<file path="config.mk">
export PLATFORM = sky130hd
export DESIGN_NAME = tt_mux_pg
export DESIGN_NICKNAME = d
export VERILOG_FILES = /design/src/rtl/tt_mux_pg.sv
export SDC_FILE = /design/constraint.sdc
export NUM_CORES = 1
export LEC_CHECK = 0
export ABC_AREA = 1
export CAP_MARGIN = 10
export CORE_AREA = 4 4 295 297
export DETAILED_ROUTE_END_ITERATION = 8
export DIE_AREA = 0 0 299 301
export PLACE_DENSITY = 0.32
export SETUP_SLACK_MARGIN = 0.4
export SKIP_CTS_REPAIR_TIMING = 1
export SYNTH_ARGS = -nofsm -noshare
export SYNTH_HDL_FRONTEND = slang
export SYNTH_SLANG_ARGS = --single-unit
</file>
<file path="constraint.sdc">
create_clock -name clk -period 2.6 [get_ports clk]
set_input_delay 0.39 -clock clk [delete_from_list [all_inputs] [get_ports clk]]
set_output_delay 0.39 -clock clk [all_outputs]
set_load 0.02 [all_outputs]
</file>
<file path="src/rtl/tt_mux_pg.sv">
// Power-gated user-module mux for one row. It decodes the registered spine select,
// sequences the power switch, isolation and enable of the chosen module, and returns
// that module's outputs through a two-level output mux.
module tt_mux_pg #(
  parameter int N_UM    = 16,
  parameter int GRP     = 4,
  parameter int N_IO    = 8,
  parameter int N_O     = 8,
  parameter int N_I     = 10,
  parameter int PG_DLY  = 16,
  parameter int ISO_DLY = 4,
  parameter int OUT_REG = 1,
  localparam int U_OW   = N_O + 2 * N_IO,
  localparam int U_IW   = N_I + N_IO,
  localparam int N_GRP  = N_UM / GRP
) (
  input  logic                   clk,
  input  logic                   rst,
  input  logic [3:0]             addr,
  input  logic [U_IW+9:0]        spine_iw,
  output logic [U_OW-1:0]        spine_ow,
  input  logic [U_OW*N_UM-1:0]   um_ow,
  output logic [U_IW*N_UM-1:0]   um_iw,
  output logic [N_UM-1:0]        um_ena,
  output logic [N_UM-1:0]        um_pwr_en,
  output logic                   busy,
  output logic [4:0]             cur_sel
);

  typedef enum logic [2:0] {IDLE, PWRUP, ISO, ACTIVE, PWRDN} state_t;

  localparam logic [7:0] PG_LD  = 8'(PG_DLY - 1);
  localparam logic [7:0] ISO_LD = 8'(ISO_DLY - 1);
  localparam logic [5:0] N_UM6  = 6'(N_UM);
  localparam logic [4:0] GRP5   = 5'(GRP);

  state_t            state;
  logic [7:0]        cnt;
  logic [4:0]        cur;
  logic [U_IW+9:0]   si_q;

  logic [U_IW-1:0]   si_usr;
  logic [3:0]        si_row;
  logic [4:0]        si_col;
  logic              si_ena;
  logic              tgt_vld;
  logic              tgt_chg;
  logic              pwr_on;
  logic              act;
  logic [4:0]        sub_idx;
  logic [4:0]        grp_idx;
  logic [U_OW-1:0]   grp_ow [N_GRP];
  logic [U_OW-1:0]   mux_ow;

  // Stage p0 -> p1: capture the spine every cycle; all decode works from this copy.
  always_ff @(posedge clk) begin
    if (rst) si_q <= '0;
    else     si_q <= spine_iw;
  end

  assign si_usr  = si_q[U_IW+9:10];
  assign si_row  = si_q[9:6];
  assign si_col  = si_q[5:1];
  assign si_ena  = si_q[0];
  assign tgt_vld = si_ena && (si_row == addr) && ({1'b0, si_col} < N_UM6);
  // Any difference from the latched module, including "none", forces a power-down.
  assign tgt_chg = !tgt_vld || (si_col != cur);

  // Power sequencer: each state loads the delay counter on entry and counts it down.
  always_ff @(posedge clk) begin
    if (rst) begin
      state <= IDLE;
      cnt   <= '0;
      cur   <= '0;
    end else begin
      case (state)
        IDLE: begin
          if (tgt_vld) begin
            cur   <= si_col;
            state <= PWRUP;
            cnt   <= PG_LD;
          end
        end
        PWRUP: begin
          if (tgt_chg) begin
            state <= PWRDN;
            cnt   <= ISO_LD;
          end else if (cnt == 8'd0) begin
            state <= ISO;
            cnt   <= ISO_LD;
          end else begin
            cnt <= cnt - 8'd1;
          end
        end
        ISO: begin
          if (tgt_chg) begin
            state <= PWRDN;
            cnt   <= ISO_LD;
          end else if (cnt == 8'd0) begin
            state <= ACTIVE;
            cnt   <= '0;
          end else begin
            cnt <= cnt - 8'd1;
          end
        end
        ACTIVE: begin
          if (tgt_chg) begin
            state <= PWRDN;
            cnt   <= ISO_LD;
          end
        end
        PWRDN: begin
          if (cnt == 8'd0) begin
            state <= IDLE;
            cnt   <= '0;
          end else begin
            cnt <= cnt - 8'd1;
          end
        end
        default: begin
          state <= IDLE;
          cnt   <= '0;
        end
      endcase
    end
  end

  assign pwr_on  = (state != IDLE);
  assign act     = (state == ACTIVE);
  assign busy    = (state == PWRUP) || (state == ISO) || (state == PWRDN);
  assign cur_sel = (state == IDLE) ? 5'd0 : cur;

  // Per-module power, enable and input steering: only the latched module is touched.
  always_comb begin
    um_pwr_en = '0;
    um_ena    = '0;
    um_iw     = '0;
    for (int i = 0; i < N_UM; i++) begin
      if (pwr_on && (cur == 5'(i))) um_pwr_en[i] = 1'b1;
      if (act && (cur == 5'(i))) begin
        um_ena[i]               = 1'b1;
        um_iw[U_IW*i +: U_IW]   = si_usr;
      end
    end
  end

  assign sub_idx = cur % GRP5;
  assign grp_idx = cur / GRP5;

  // First mux level: same position picked inside every group.
  always_comb begin
    for (int g = 0; g < N_GRP; g++) begin
      grp_ow[g] = '0;
      for (int k = 0; k < GRP; k++) begin
        if (sub_idx == 5'(k)) grp_ow[g] = um_ow[U_OW*(g*GRP+k) +: U_OW];
      end
    end
  end

  // Second mux level across groups; forced to zero unless a module is active.
  always_comb begin
    mux_ow = '0;
    if (act) begin
      for (int g = 0; g < N_GRP; g++) begin
        if (grp_idx == 5'(g)) mux_ow = grp_ow[g];
      end
    end
  end

  generate
    if (OUT_REG != 0) begin : g_out_reg
      logic [U_OW-1:0] spine_ow_p1;
      // Stage p1 -> p2: optional output register toward the spine.
      always_ff @(posedge clk) begin
        if (rst) spine_ow_p1 <= '0;
        else     spine_ow_p1 <= mux_ow;
      end
      assign spine_ow = spine_ow_p1;
    end else begin : g_out_comb
      assign spine_ow = mux_ow;
    end
  endgenerate

endmodule

</file>
==> Word-level counts from Yosys, hierarchy flattened <==
Cells that the tools add are included.
{ "totals": {"reg_bits": 68, "latch_bits": 0, "ramBits": 0, "romBits": 0, "in_bits": 418, "output_inout_bits": 350, "wordCells": 172, "memories": 0} }
{ "op_classes": {"n_addsub": 1, "multipliers": 0, "div_mod_pow": 0, "order_cmp": 1, "n_eq_ne": 32, "shift": 0, "mux": 84, "n_bitwise": 1, "n_reduce_logical": 48} }
{ "ops": {"columns": ["operator", "n"], "rows": [
  ["24-bit two-way mux", 20],
  ["18-bit two-way mux", 16],
  ["8-bit two-way mux", 6],
  ["5-bit by 4-bit == test with 1-bit output, second input constant", 8],
  ["8-bit case mux with 5 select lines", 1],
  ["1-bit logical AND", 34],
  ["1-bit two-way mux", 32],
  ["3-bit two-way mux", 7],
  ["5-bit by 3-bit == test with 1-bit output, second input constant", 4],
  ["5-bit logical NOT", 3],
  ["3-bit case mux with 5 select lines", 1],
  ["3-bit by 2-bit == test with 1-bit output, second input constant", 4],
  ["5-bit by 2-bit == test with 1-bit output, second input constant", 2],
  ["8-bit logical NOT", 1],
  ["8-bit by 1-bit subtractor with 8-bit output, second input constant", 1],
  ["3-bit by 1-bit == test with 1-bit output, second input constant", 2],
  ["2-bit inequality test, second input constant", 3],
  ["3-bit inequality test, second input constant", 2],
  ["5-bit by 1-bit == test with 1-bit output, second input constant", 1],
  ["5-bit less-than comparator, second input constant", 1],
  ["5-bit two-way mux", 1],
  ["5-bit inequality test", 1],
  ["5-bit AND reduction", 1],
  ["2-bit == test, second input constant", 2],
  ["10 further kinds", 13]
]} }

==> Depth between registers and ports, before layout <==
{ "depth": {"depth_word": 9, "ltp_mapped": 15} }

==> Least setup slack after synthesis <==
No wires, ideal clock.
{ "synth_path": {"path_type": "register to output", "from": "register cur[0]", "to": "output um_iw[259]", "t_arrival_ns": 2.054, "slack_ns": 0.156, "stages_incl_launch_ff": 9, "n_path_buf": 3, "path_cell_list": "dfxtp_1 > buf_4 > inv_2 > nand2_1 > buf_2 > nor3_1 > inv_2 > buf_2 > nor2_1"} }
{ "synth_between": {"elab_chain_cells": 3} }
{ "synth_lines": {"columns": ["item", "line_no", "source"], "rows": [
  ["start: declaration", "39", "logic [4:0] cur;"],
  ["start signal: assignment", "79", "cur <= si_col;"],
  ["5-bit by 4-bit == test with 1-bit output", "140", "if (act && (cur == 5'(i))) begin"],
  ["1-bit logical AND", "140", null],
  ["18-bit two-way mux", "140", null],
  ["end: declaration", "23", "output logic [U_IW*N_UM-1:0] um_iw,"]
]} }
No other way between the ends.

==> Worst setup path in the final report <==
{ "layout_path": {"from": "register state[2]", "to": "output um_iw[109]"} }
{ "layout_between": {"elab_chain_cells": 3} }
{ "layout_lines": {"columns": ["item", "line_no", "source"], "rows": [
  ["start: declaration", "37", "state_t state;"],
  ["start signal: assignment", "72", "state <= IDLE;"],
  ["start signal: assignment", "80", "state <= PWRUP;"],
  ["start signal: assignment", "86", "state <= PWRDN;"],
  ["3-bit by 2-bit == test with 1-bit output", "129", "assign act = (state == ACTIVE);"],
  ["1-bit logical AND", "140", null],
  ["18-bit two-way mux", "140", null]
]} }
No other way between the ends.

==> flow_summary_export.csv <==
group,metric,value,unit
status,status,"complete, no violations",
clock_network,clock_sinks,68,
clock_network,cts-root-buf,"clkbuf_16",
place,place_congestion,0.8774,
worst_setup_path,path_buf_inv,4,
clock_network,clock_path_buffers,2,
clock_network,cts-buffers-inserted,9,
pwr,p_leak,0.009751,uW
pwr,p_sw,2258,uW
synthesis,ys_seq_area_frac,0.1918,
place,dpl-instance-area,16480,um^2
clock_network,insertion_delay,370,ps
sta,rsz0062_at_grt,"true",
global_route,grt_util_all_layers,0.1627,
worst_setup_path,cpPeakStageDelay,360,ps
worst_setup_path,worst_path_max_delay_cell,"dfxtp_1",
drt,ant_nets,0,
worst_setup_path,critPathLaunchType,"flop",
job,drv_cap,0,
cells_and_area,fin_area,17140,um^2
worst_setup_path,cp_cell_sequence,"nor3_4, bufinv_16, nor3_4, inv_4, clkbuf_16, nor2_2, buf_4",
synthesis,synth_commonest_cells,"nor2_1 (356), nand2_1 (289), nand3_1 (117), inv_1 (82), dfxtp_1 (68)",
sta,whs,466.0,ps
sta,worst_slew_pin_slew,1004,ps
synthesis,synth.top_cell.area_share,0.1918,
worst_setup_path,criticalPathCategory,"flop to primary output",
cells_and_area,fin_util,0.2025,
cells_and_area,finalNetCount,2505,
sta,fin_skew,19.39,ps
worst_setup_path,worst-path-max-fanout,7,
worst_setup_path,worstPathRequired,2210,ps
drt,drt_iter0_drc,672,
drt,drt_drc_violations_left,0,
sta,hold_viol,0,
synthesis,synth_area_leader_cell,"dfxtp_1",
place,portBuffers,767,
die,die_x,299,um
sta,finalCritPeriodShare,0.9300,
synthesis,synth-main-ff-cell,"dfxtp_1",
pwr,power_frac_comb,0.521,
worst_setup_path,cp-end-kind,"primary output",
die,rows,107,
global_route,grt_pass1_vias,12290,
pwr,clockPowerShare,0.255,
worst_setup_path,cp_top_family,"buffers and inverters",
die,ioPinCount,768,
place,hpwl,63950,um
cells_and_area,finalNonFillerCells,3242,
die,start_util,0.08388,
die,core_area,84610,um^2
clock_network,h-tree-depth,3,
worst_setup_path,worstPathArrival,2030,ps
clock_network,clk_pin_slew,60,ps
sta,final.min_clock_period,2418,ps
sta,fmax,413.6,MHz
worst_hold_path,hp-class,"flop to flop",
global_route,grt_pass1_wl,102300,um
pwr,power_frac_seq,0.224,
global_route,grt-ovfl-total,0,
synthesis,synth_cell_types,35,
synthesis,synth_edf_count,0,
synthesis,syn_inst,1332,
clock_network,cts_tree,"done",
pwr,powerDensity,320.7,nW/um^2
synthesis,yosys_warnings,0,
synthesis,postSynth.asyncResetShare,0,
drt,vias,12330,
global_route,antenna_found_initial,17,
pwr,power.internal,3237,uW
place,placed_cells,3206,
synthesis,avgSynthCellArea,5.328,um^2
drt,wl,78130,um
synthesis,synth.most_common_cell,"nor2_1",
worst_setup_path,critPathMostFrequentCell,"nor3_4",
sta,setup_tns,0,ps
synthesis,synth_area_leaders,"dfxtp_1 (19%), nor2_1 (19%), nand2_1 (15%)",
drt,post_drt_wl_per_cell,24.10,um
synthesis,ys_seq_elements,68,
pwr,swShare,0.4109,
sta,setup_violations,0,
cells_and_area,synthToLayoutAreaGrowth,141.4,%
global_route,grt_max_degree,65,
synthesis,syn_area,7097,um^2
pwr,max-vdd-ir-drop,0.3013,mV
drt,via_per_inst,3.804,
sta,drv_slew,0,
drt,drtPass1Iterations,5,
synthesis,syn_nets,1752,
die,die_h,301,um
die,dieArea,90000,um^2
cells_and_area,drive_gt1_frac,0.1756,
sta,slew_headroom,0.3302,
cells in the final DEF, fill, tap and decap left out, types with 4 or more instances in the layout:
master	count
dfxtp_1	63
nand4_1	43
o2111ai_1	15
nor2_2	15
nand3_2	4
o21ai_0	38
inv_2	16
buf_4	90
or2_2	31
clkbuf_16	10
nor2_4	18
clkbuf_2	93
dfxtp_2	4
clkdlybuf4s50_1	442
inv_6	7
buf_6	18
nor3_4	10
nand2_1	288
buf_12	19
inv_1	80
inv_4	10
nor3_1	17
o22ai_1	5
o211ai_1	38
nor2_1	331
a21oi_1	56
dlymetal6s2s_1	176
nand3_1	115
diode_2	8
worst register-to-register path, cell delays in order (launching register included):
cell and delay, ps:
dfxtp_4 430, inv_2 60, nand2_2 190, buf_12 230
inv_2 120, buf_12 180, buf_6 220, nand2_1 180
nand3_1 110, o211ai_1 110, o2111ai_2 240, nand3_1 140
inv_1 60
state kept, by name, summed over array words and instances (netlist names):
name	cells
si_q	28
spine_ow	24
cnt	8
cur	5
state	3
area by class of cell:
| class | count | area, um^2 |
|---|---|---|
| sequential | 68 | 1370 |
| clock inverter | 5 | 57.56 |
| timing repair buffer | 842 | 8391 |
| fill | 9712 | 67480 |
| antenna | 8 | 20.02 |
| multi-input combinational | 1050 | 5090 |
| tap | 1144 | 1431 |
| clock buffer | 11 | 252.7 |
| timing repair inverter | 2 | 17.52 |
| inverter | 112 | 505.5 |
power groups by stage:
stage | logic [uW] | clock network (uW) | registers, uW
after floorplan | 1360 | 0 | 1250
after global placement | 2850 | 0 | 1250
after detailed placement | 2840 | 0 | 1250
after CTS | 2860 | 1490 | 1230
after global routing | 3160 | 1520 | 1250
final | 2860 | 1400 | 1230
cell families after synthesis:
kind of cell / Yosys count / synth area share
AND/OR/NAND/NOR: 882 / 0.5374
buffers and inverters: 214 / 0.1234
AO/OA/AOI/OAI: 162 / 0.1389
flip-flops: 68 / 0.1918
XOR/XNOR: 4 / 0.004937
adder cells (fa/ha/maj): 2 / 0.003526
final timing paths:
kind	startpoint	endpoint	cells past startpoint	slack, ps
setup / recovery	state[2]	um_iw[109]	7	180
hold / removal	cnt[0]	cnt[0]	2	470
setup reg to reg	cur[0]	spine_ow[0]	12	220
hold reg to reg	cnt[0]	cnt[0]	2	470
metal layers:
| metal | vias to the layer above | GRT usage | share of wire | wire length, um |
|---|---|---|---|---|
| li1 | 5818 | - | - | - |
| met1 | 5922 | 0.1849 | 0.40 | 31220 |
| met2 | 525 | 0.3030 | 0.52 | 40410 |
| met3 | 59 | 0.04643 | 0.068 | 5290 |
| met4 | 10 | 0.03189 | 0.015 | 1151 |
| met5 | - | 0 | 0.00079 | 62 |
per-stage QoR:
| step | power [uW] | worst slack (ps) |
|---|---|---|
| after global placement | 4099 | -32.49 |
| after CTS | 5578 | -452.6 |
| after floorplan | 2607 | 156.2 |
| final | 5495 | 182.0 |
| after global routing | 5934 | 38.58 |
| after detailed placement | 4093 | -22.22 |
(Power assumes the default switching activity.)
